## config.mk

```make
export PLATFORM = sky130hd
export DESIGN_NAME = red_unpack
export DESIGN_NICKNAME = d
export VERILOG_FILES = /design/src/rtl/red_unpack_pkg.sv /design/src/rtl/red_unpack_nibble_ext.sv /design/src/rtl/red_unpack.sv
export SDC_FILE = /design/constraint.sdc
export NUM_CORES = 1
export LEC_CHECK = 0
export BUFFER_PORTS_ARGS = -buffer_cell sky130_fd_sc_hd__buf_2
export CAP_MARGIN = 20
export CORE_MARGIN = 4
export CORE_UTILIZATION = 53
export CTS_BUF_LIST = sky130_fd_sc_hd__clkbuf_16
export CTS_CLUSTER_SIZE = 28
export DETAILED_ROUTE_END_ITERATION = 16
export PLACE_DENSITY = 0.8
export SLEW_MARGIN = 20
export SYNTH_ARGS = -nofsm -noshare
export SYNTH_HDL_FRONTEND = slang
export SYNTH_SLANG_ARGS = --single-unit
```

## constraint.sdc

```tcl
create_clock -name clk -period 3.8 [get_ports clk]
set_clock_uncertainty 0.1 [all_clocks]
set_input_delay 0.76 -clock clk [delete_from_list [all_inputs] [get_ports clk]]
set_output_delay 0.76 -clock clk [all_outputs]
set_load 0.05 [all_outputs]
```

## src/rtl/red_unpack_pkg.sv

```systemverilog
// Shared definitions for the nibble-lane unpacker: state encoding, lane geometry
// and the lane selection helper.
package red_unpack_pkg;

   localparam int LANE_W = 4;
   localparam int LANE_N = 4;
   localparam int WORD_W = LANE_W * LANE_N;
   localparam int IDX_W  = 2;
   localparam int OUT_W  = 16;

   localparam logic [IDX_W-1:0] LAST_IDX = IDX_W'(LANE_N - 1);

   typedef enum logic [0:0] {
      ST_IDLE = 1'b0,
      ST_EMIT = 1'b1
   } state_e;

   // Pick lane idx out of a packed word; lane 0 sits in the low nibble.
   function automatic logic [LANE_W-1:0] lane_sel(input logic [WORD_W-1:0] word,
                                                  input logic [IDX_W-1:0]  idx);
      lane_sel = word[{idx, 2'b00} +: LANE_W];
   endfunction

endpackage

```

## src/rtl/red_unpack_nibble_ext.sv

```systemverilog
// Widens one 4-bit lane to 16 bits, sign- or zero-extending per SIGNED.
module nibble_ext
   import red_unpack_pkg::*;
#(
   parameter int SIGNED = 1
) (
   input  logic [LANE_W-1:0] nib,
   output logic [OUT_W-1:0]  ext
);

   generate
      if (SIGNED != 0) begin : g_sext
         assign ext = {{(OUT_W - LANE_W){nib[LANE_W-1]}}, nib};
      end else begin : g_zext
         assign ext = {{(OUT_W - LANE_W){1'b0}}, nib};
      end
   endgenerate

endmodule

```

## src/rtl/red_unpack.sv

```systemverilog
// Unpacks a 16-bit word into four extended lanes over a valid/ready stream and
// reports their 16-bit running sum with a one-cycle completion pulse.
module red_unpack
   import red_unpack_pkg::*;
#(
   parameter int SIGNED = 1
) (
   input  logic              clk,
   input  logic              rst_n,
   input  logic              in_valid,
   output logic              in_ready,
   input  logic [WORD_W-1:0] in_data,
   input  logic              clear,
   output logic              out_valid,
   input  logic              out_ready,
   output logic [OUT_W-1:0]  out_data,
   output logic [IDX_W-1:0]  out_idx,
   output logic              out_last,
   output logic [OUT_W-1:0]  sum,
   output logic              sum_valid
);

   state_e             state_r;
   state_e             state_nx_s;
   logic [IDX_W-1:0]   idx_r;
   logic [WORD_W-1:0]  word_r;
   logic [OUT_W-1:0]   sum_r;
   logic               sum_valid_r;
   logic [LANE_W-1:0]  nib_s;
   logic [OUT_W-1:0]   lane_s;
   logic               accept_s;
   logic               out_hs_s;
   logic               last_hs_s;

   assign nib_s = lane_sel(word_r, idx_r);

   nibble_ext #(
      .SIGNED (SIGNED)
   ) u_ext (
      .nib (nib_s),
      .ext (lane_s)
   );

   // clear overrides both handshakes in its cycle
   assign accept_s  = (state_r == ST_IDLE) && in_valid && !clear;
   assign out_hs_s  = (state_r == ST_EMIT) && out_ready && !clear;
   assign last_hs_s = out_hs_s && (idx_r == LAST_IDX);

   // State register
   always_ff @(posedge clk or negedge rst_n) begin
      if (!rst_n) begin
         state_r <= ST_IDLE;
      end else begin
         state_r <= state_nx_s;
      end
   end

   // Next-state selection
   always_comb begin
      state_nx_s = state_r;
      if (clear) begin
         state_nx_s = ST_IDLE;
      end else begin
         case (state_r)
            ST_IDLE: begin
               if (accept_s) begin
                  state_nx_s = ST_EMIT;
               end else begin
                  state_nx_s = ST_IDLE;
               end
            end
            ST_EMIT: begin
               if (last_hs_s) begin
                  state_nx_s = ST_IDLE;
               end else begin
                  state_nx_s = ST_EMIT;
               end
            end
            default: state_nx_s = ST_IDLE;
         endcase
      end
   end

   // Stream outputs decoded from the current state
   always_comb begin
      in_ready  = 1'b0;
      out_valid = 1'b0;
      out_last  = 1'b0;
      case (state_r)
         ST_IDLE: begin
            in_ready = 1'b1;
         end
         ST_EMIT: begin
            out_valid = 1'b1;
            out_last  = (idx_r == LAST_IDX);
         end
         default: begin
            in_ready  = 1'b0;
            out_valid = 1'b0;
         end
      endcase
   end

   assign out_data  = lane_s;
   assign out_idx   = idx_r;
   assign sum       = sum_r;
   assign sum_valid = sum_valid_r;

   // Word latch, lane index and running sum
   always_ff @(posedge clk or negedge rst_n) begin
      if (!rst_n) begin
         word_r      <= {WORD_W{1'b0}};
         idx_r       <= {IDX_W{1'b0}};
         sum_r       <= {OUT_W{1'b0}};
         sum_valid_r <= 1'b0;
      end else if (clear) begin
         idx_r       <= {IDX_W{1'b0}};
         sum_valid_r <= 1'b0;
      end else begin
         sum_valid_r <= last_hs_s;
         if (accept_s) begin
            word_r <= in_data;
            idx_r  <= {IDX_W{1'b0}};
            sum_r  <= {OUT_W{1'b0}};
         end else if (out_hs_s) begin
            sum_r <= sum_r + lane_s;
            if (idx_r != LAST_IDX) begin
               idx_r <= idx_r + 2'd1;
            end
         end
      end
   end

endmodule

```

Word-level counts from Yosys, hierarchy flattened:

Index checks and enable logic that the tools add are counted.

* logic and storage cells: 38
* input port bits: 21
* register bits: 36

* mux-type cells: 14
* add/sub/neg operators: 2
* equality and inequality tests: 2
* reduce and logical (&&, ||, !) cells: 12
* shift-type cells: 1
* bitwise logic cells: 2

Operator list (count)
* $mux W16: 2
* $add A16 B16 Y16: 1
* $shiftx A16 B5 Y4: 1
* $mux W2: 4
* $mux W1: 7
* $reduce_and A2 Y1: 3
* $reduce_bool A3 Y1: 2
* $logic_and A1 B1 Y1: 5
* $add A2 B1 Y2 const B: 1
* $eq A2 B2 Y1 const B: 1
* $ne A2 B2 Y1 const B: 1
* $not A1 Y1: 2
* $pmux W1 S2: 1
* $reduce_bool A2 Y1: 1
* $logic_not A1 Y1: 1

Depth between registers and ports, before layout:

* word-level depth: 6
* mapped depth: 11

Cells and area by module:

Synthesis repeated with hierarchy kept, for this count alone.

* cells, all modules: 224
* area, all modules: 2357.3 um2

By module, submodules not included
* red_unpack: area an instance 2237.1 um2, instances 1, cells an instance 208
* nibble_ext: area an instance 120.1 um2, instances 1, cells an instance 16

Worst setup path before layout:

OpenSTA, ideal clock, no wires.

* path kind: register to register
* start point: register idx_r[0] (netlist: out_idx[0])
* end point: register sum_r[12] (netlist: sum[12])
* cell stages (with the launch flop): 12
* setup time: 133 ps
* required time: 3567 ps
* period minus slack after synthesis: 3686 ps
* path buffers: 1
* path slack: 114 ps
* data arrival time: 3452 ps
* cells stage by stage: dfrtp_1 clkbuf_1 mux4_2 ha_1 fa_1 a211oi_1 o21ai_0 a21boi_1 o221ai_1 a21oi_1 xor2_1 o21ai_0

* longest elaborated chain between the ends: 4

Ends and longest elaborated chain
* start: declaration: line red_unpack.sv:25 `logic [IDX_W-1:0] idx_r;`
* start signal: assignment: line red_unpack.sv:113 `idx_r <= {IDX_W{1'b0}};`
* start signal: assignment: line red_unpack.sv:117 `idx_r <= {IDX_W{1'b0}};`
* start signal: assignment: line red_unpack.sv:123 `idx_r <= {IDX_W{1'b0}};`
* $shiftx A16 B5 Y4: line red_unpack_pkg.sv:21 `lane_sel = word[{idx, 2'b00} +: LANE_W];`
* via out_data[0]: line red_unpack.sv:16 `output logic [OUT_W-1:0] out_data,`
* $add A16 B16 Y16: line red_unpack.sv:126 `sum_r <= sum_r + lane_s;`
* $mux W16: line red_unpack.sv:125 `end else if (out_hs_s) begin`
* $mux W16: line red_unpack.sv:121 `if (accept_s) begin`
* end signal: assignment: line red_unpack.sv:114 `sum_r <= {OUT_W{1'b0}};`
* end signal: assignment: line red_unpack.sv:124 `sum_r <= {OUT_W{1'b0}};`
* end signal: assignment: line red_unpack.sv:126
* end: declaration: line red_unpack.sv:27 `logic [OUT_W-1:0] sum_r;`

The timed path passes the listed nets, and every way through them passes these cells. The select of a mux whose other input is x is not followed.
A chain may end at the register's enable or synchronous reset.

Final worst setup path:

* start point: register idx_r[0] (netlist: out_idx[0])
* end point: register sum_r[12] (netlist: sum[12])

* longest elaborated chain between the ends: 4

Ends and longest elaborated chain (line)
* $shiftx A16 B5 Y4: red_unpack_pkg.sv:21
* $add A16 B16 Y16: red_unpack.sv:126
* $mux W16: red_unpack.sv:125
* $mux W16: red_unpack.sv:121

Every way passes these cells. The select of a mux whose other input is x is not followed.

==> results.py <==
metrics = {
    "sta": {
        "finalCriticalPeriod_ps": 3390,
        "maxSlewHeadroom_pct": 47.4,
        "totalNegativeSetupSlack_ps": 0,
        "setup_viol": 0,
        "postLayoutSetupSlackWorst_ps": 413,
        "finalMaxSlewViolations": 0,
        "finalHoldViolCount": 0,
        "post-route-period-util_pct": 89.1,
        "whs_ps": 404,
        "max_freq_ghz": 0.295,
        "measured_slew_at_the_worst_slew_check_pin_ps": 789,
        "setup_repair_after_global_routing_missed_its_margin": "false",
    },
    "layout": {
        "final_standard_cell_utilization_of_the_core_pct": 65.7,
        "final_net_count": 301,
        "share_of_final_layout_standard_cells_stronger_than_drive_strength_1_pct": 36.0,
        "diodes": 0,
        "areaGrowthSynthToFinish_pct": 18.8,
        "fillCellCount": 325,
    },
    "clocking": {
        "cts_buffers": 5,
        "ctsHoldBuffers": 0,
        "cts_max_level": 2,
        "cts.root.buffer_cell": "clkbuf_16",
        "sink_count": 36,
        "tritoncts": "built",
        "clk_pin_slew_ps": 60,
        "worstSkewPairLatency_ps": 280,
        "cts_repair_resize_count": 0,
        "postCtsSetupBuffers": 0,
        "cts_buffer_depth": 2,
    },
    "hold_path": {
        "hold-path-cell-count": 1,
        "hold_end": "word_r[13]",
        "worstHoldStart": "word_r[13]",
        "worstHoldPathType": "reg2reg",
    },
    "power": {
        "vdd.ir_drop.worst_mv": 0.342,
        "leakage_uw": 0.00130,
        "cellPowerDensity_nw_per_um2": 784,
    },
    "drt": {
        "avgRoutedWirePerCell_um": 15.3,
        "vias_per_cell": 5.56,
        "length_of_the_first_detailed_routing_pass_in_iterations": 4,
        "detail_route.iter0.violations": 152,
        "finalWirelength_mm": 4.80,
        "drt.antenna.violating_nets": 0,
        "drc_errors": 0,
        "num_vias": 1745,
    },
    "die": {
        "floorplan.rows": 23,
        "floorplan.io_pins": 59,
        "dieArea_um2": 5300,
        "die_h_um": 72.8,
        "die_width_um": 72.8,
        "initial_core_util_pct": 55.3,
        "core_region_area_um2": 4030,
    },
    "critical_path": {
        "start_to_end_type_of_the_worst_setup_path": "reg2reg",
        "r2r_cells": 10,
        "reg2reg_slack_ps": 410,
        "arrival_ps": 3440,
        "critical_path.endpoint_type": "flip-flop",
        "required_ps": 3850,
        "endpoint_of_the_worst_register_to_register_path": "sum[12]",
        "crit_path_start_kind": "flip-flop",
        "worst-path-max-fanout": 7,
        "worstReg2RegStart": "out_idx[0]",
    },
    "placement": {
        "preCtsSetupSlack_ps": 475,
        "numPortBuffers": 58,
        "dp.final_hpwl_mm": 3.47,
        "gp_routability_congestion": 0.851,
    },
    "grt": {
        "grt_busiest_layer": "met2",
        "grt_antenna_before_repair": 0,
        "grt-ovfl-total": 0,
        "met3_usage_in_global_routing_pct": 4.68,
        "globalRouteMet1Util_pct": 24.1,
        "first_global_vias": 1661,
        "globalRouteTotalUtil_pct": 18.9,
        "grt_first_pass_wirelength_mm": 7.69,
        "met2_usage_pct": 30.9,
        "pin_count_of_the_biggest_net_entering_global_routing": 37,
    },
    "logic_synthesis": {
        "ys_async_sr_fraction_pct": 100,
        "yosysWarningCount": 0,
        "synth_sequential_area_ratio_pct": 40.4,
        "avgSynthCellArea_um2": 10.5,
        "yosys_register_bits": 36,
        "ys_top_cells_by_count": "dfrtp_1, nand2_1, o21ai_0, ha_1, mux2_2",
        "ys.flop_type": "dfrtp_1",
        "synth-edff-count": 0,
        "syn_nets": 251,
        "netlist_area_um2": 2230,
        "synth_cells": 213,
        "synth.top_cell.area_share_pct": 40.4,
        "synth_largest_area_cell": "dfrtp_1",
        "area_contributors_post_synth": "dfrtp_1, ha_1, mux2_2, o21ai_0, buf_4",
        "most_common_cell_in_the_netlist": "dfrtp_1",
        "post_synth_cell_types": 43,
    },
    "outcome": {
        "run_status": "finished, final reports clean",
    },
    "job": {
        "max_cap_viol_count": 0,
    },
}
==> per-layer routing <==
metal / vias to the layer above / share of wire [%]
met4: 0 / 2.2
met2: 57 / 48
li1: 853 / -
met1: 824 / 44
met3: 11 / 6.1
met5: - / 0
==> registers in the layout, summed over array words and instances, names as in the netlist <==
| name | cells |
|---|---|
| out_idx | 2 |
| state_r | 1 |
| sum | 16 |
| sum_valid | 1 |
| word_r | 16 |
==> worst max-delay path, cell delays in order, from the launching register on <==
cell and delay, ps:
dfrtp_1 530, mux4_2 580, ha_1 260, fa_1 440, a211oi_1 320, o21ai_0 190, a21boi_1 230, o221ai_1 140
a21oi_1 200, xor2_1 170, o21ai_0 80
==> placed cells by master, fill, tap and decap left out, drive strengths merged, types with 2 or more instances in the layout <==
master | synthesis | routed
inv | 5 | 5
a22o | 2 | 2
xor2 | 8 | 8
dfrtp | 36 | 36
o221ai | 2 | 2
clkbuf | 2 | 5
nor3 | 5 | 5
a211oi | 5 | 5
nor2 | 11 | 11
or2 | 4 | 4
a21oi | 10 | 10
o21a | 2 | 2
mux4 | 4 | 4
mux2 | 16 | 16
a21boi | 2 | 2
ha | 16 | 16
a21o | 3 | 3
o21bai | 2 | 2
mux2i | 2 | 2
buf | 16 | 61
nor2b | 2 | 2
o21ai | 21 | 21
xnor2 | 4 | 4
and2 | 2 | 2
nand2 | 21 | 21
==> cell families (layout without fill, tap and decap cells) <==
family / Yosys count / in the layout / share of synthesized area, %
flip-flops: 36 / 36 / 40.4
adder cells (fa/ha/maj): 17 / 17 / 9.89
multiplexers: 22 / 22 / 13.0
XOR/XNOR: 12 / 12 / 4.72
buffers and inverters: 23 / 74 / 6.40
AND/OR/NAND/NOR: 50 / 50 / 10.5
AO/OA/AOI/OAI: 53 / 53 / 15.0
==> cell type report <==
| cell class | instances | area [um^2] | area share (%) |
|---|---|---|---|
| Multi-Input combinational cell | 154 | 1180 | 44.7 |
| Clock buffer | 5 | 125 | 4.73 |
| Inverter | 5 | 18.8 | 0.709 |
| Tap cell | 50 | 62.6 | 2.36 |
| Sequential cell | 36 | 901 | 34.0 |
| Clock inverter | 3 | 42.5 | 1.61 |
| Timing Repair Buffer | 61 | 313 | 11.8 |
==> power breakdown <==
| group | total [uW] | switching [uW] | internal, uW |
|---|---|---|---|
| logic | 1060 | 718 | 347 |
| clock network | 472 | 164 | 308 |
| registers | 537 | 65.3 | 472 |
| total | 2070 | 947 | 1130 |
==> how the worst max path moves through the flow <==
| stage | from | endpoint | slack [ps] |
|---|---|---|---|
| after floorplan | out_idx[0] | sum[12] | 110 |
| after global placement | out_idx[0] | sum[12] | 620 |
| after detailed placement | out_idx[0] | sum[12] | 470 |
| after CTS | out_idx[0] | sum[12] | 450 |
| after global routing | out_idx[0] | sum[12] | 240 |
| final | out_idx[0] | sum[12] | 410 |
==> stage by stage <==
| step | instance area (um^2) | std cells | total power, uW |
|---|---|---|---|
| finish | 2650 | 314 | 2070 |
| global route | 2650 | 314 | 2200 |
| CTS | 2650 | 314 | 2090 |
| detailed placement | 2480 | 306 | 1600 |
| global placement | 2480 | 306 | 1580 |
| floorplan | 2230 | 213 | 1420 |
(Power assumes the default switching activity.)
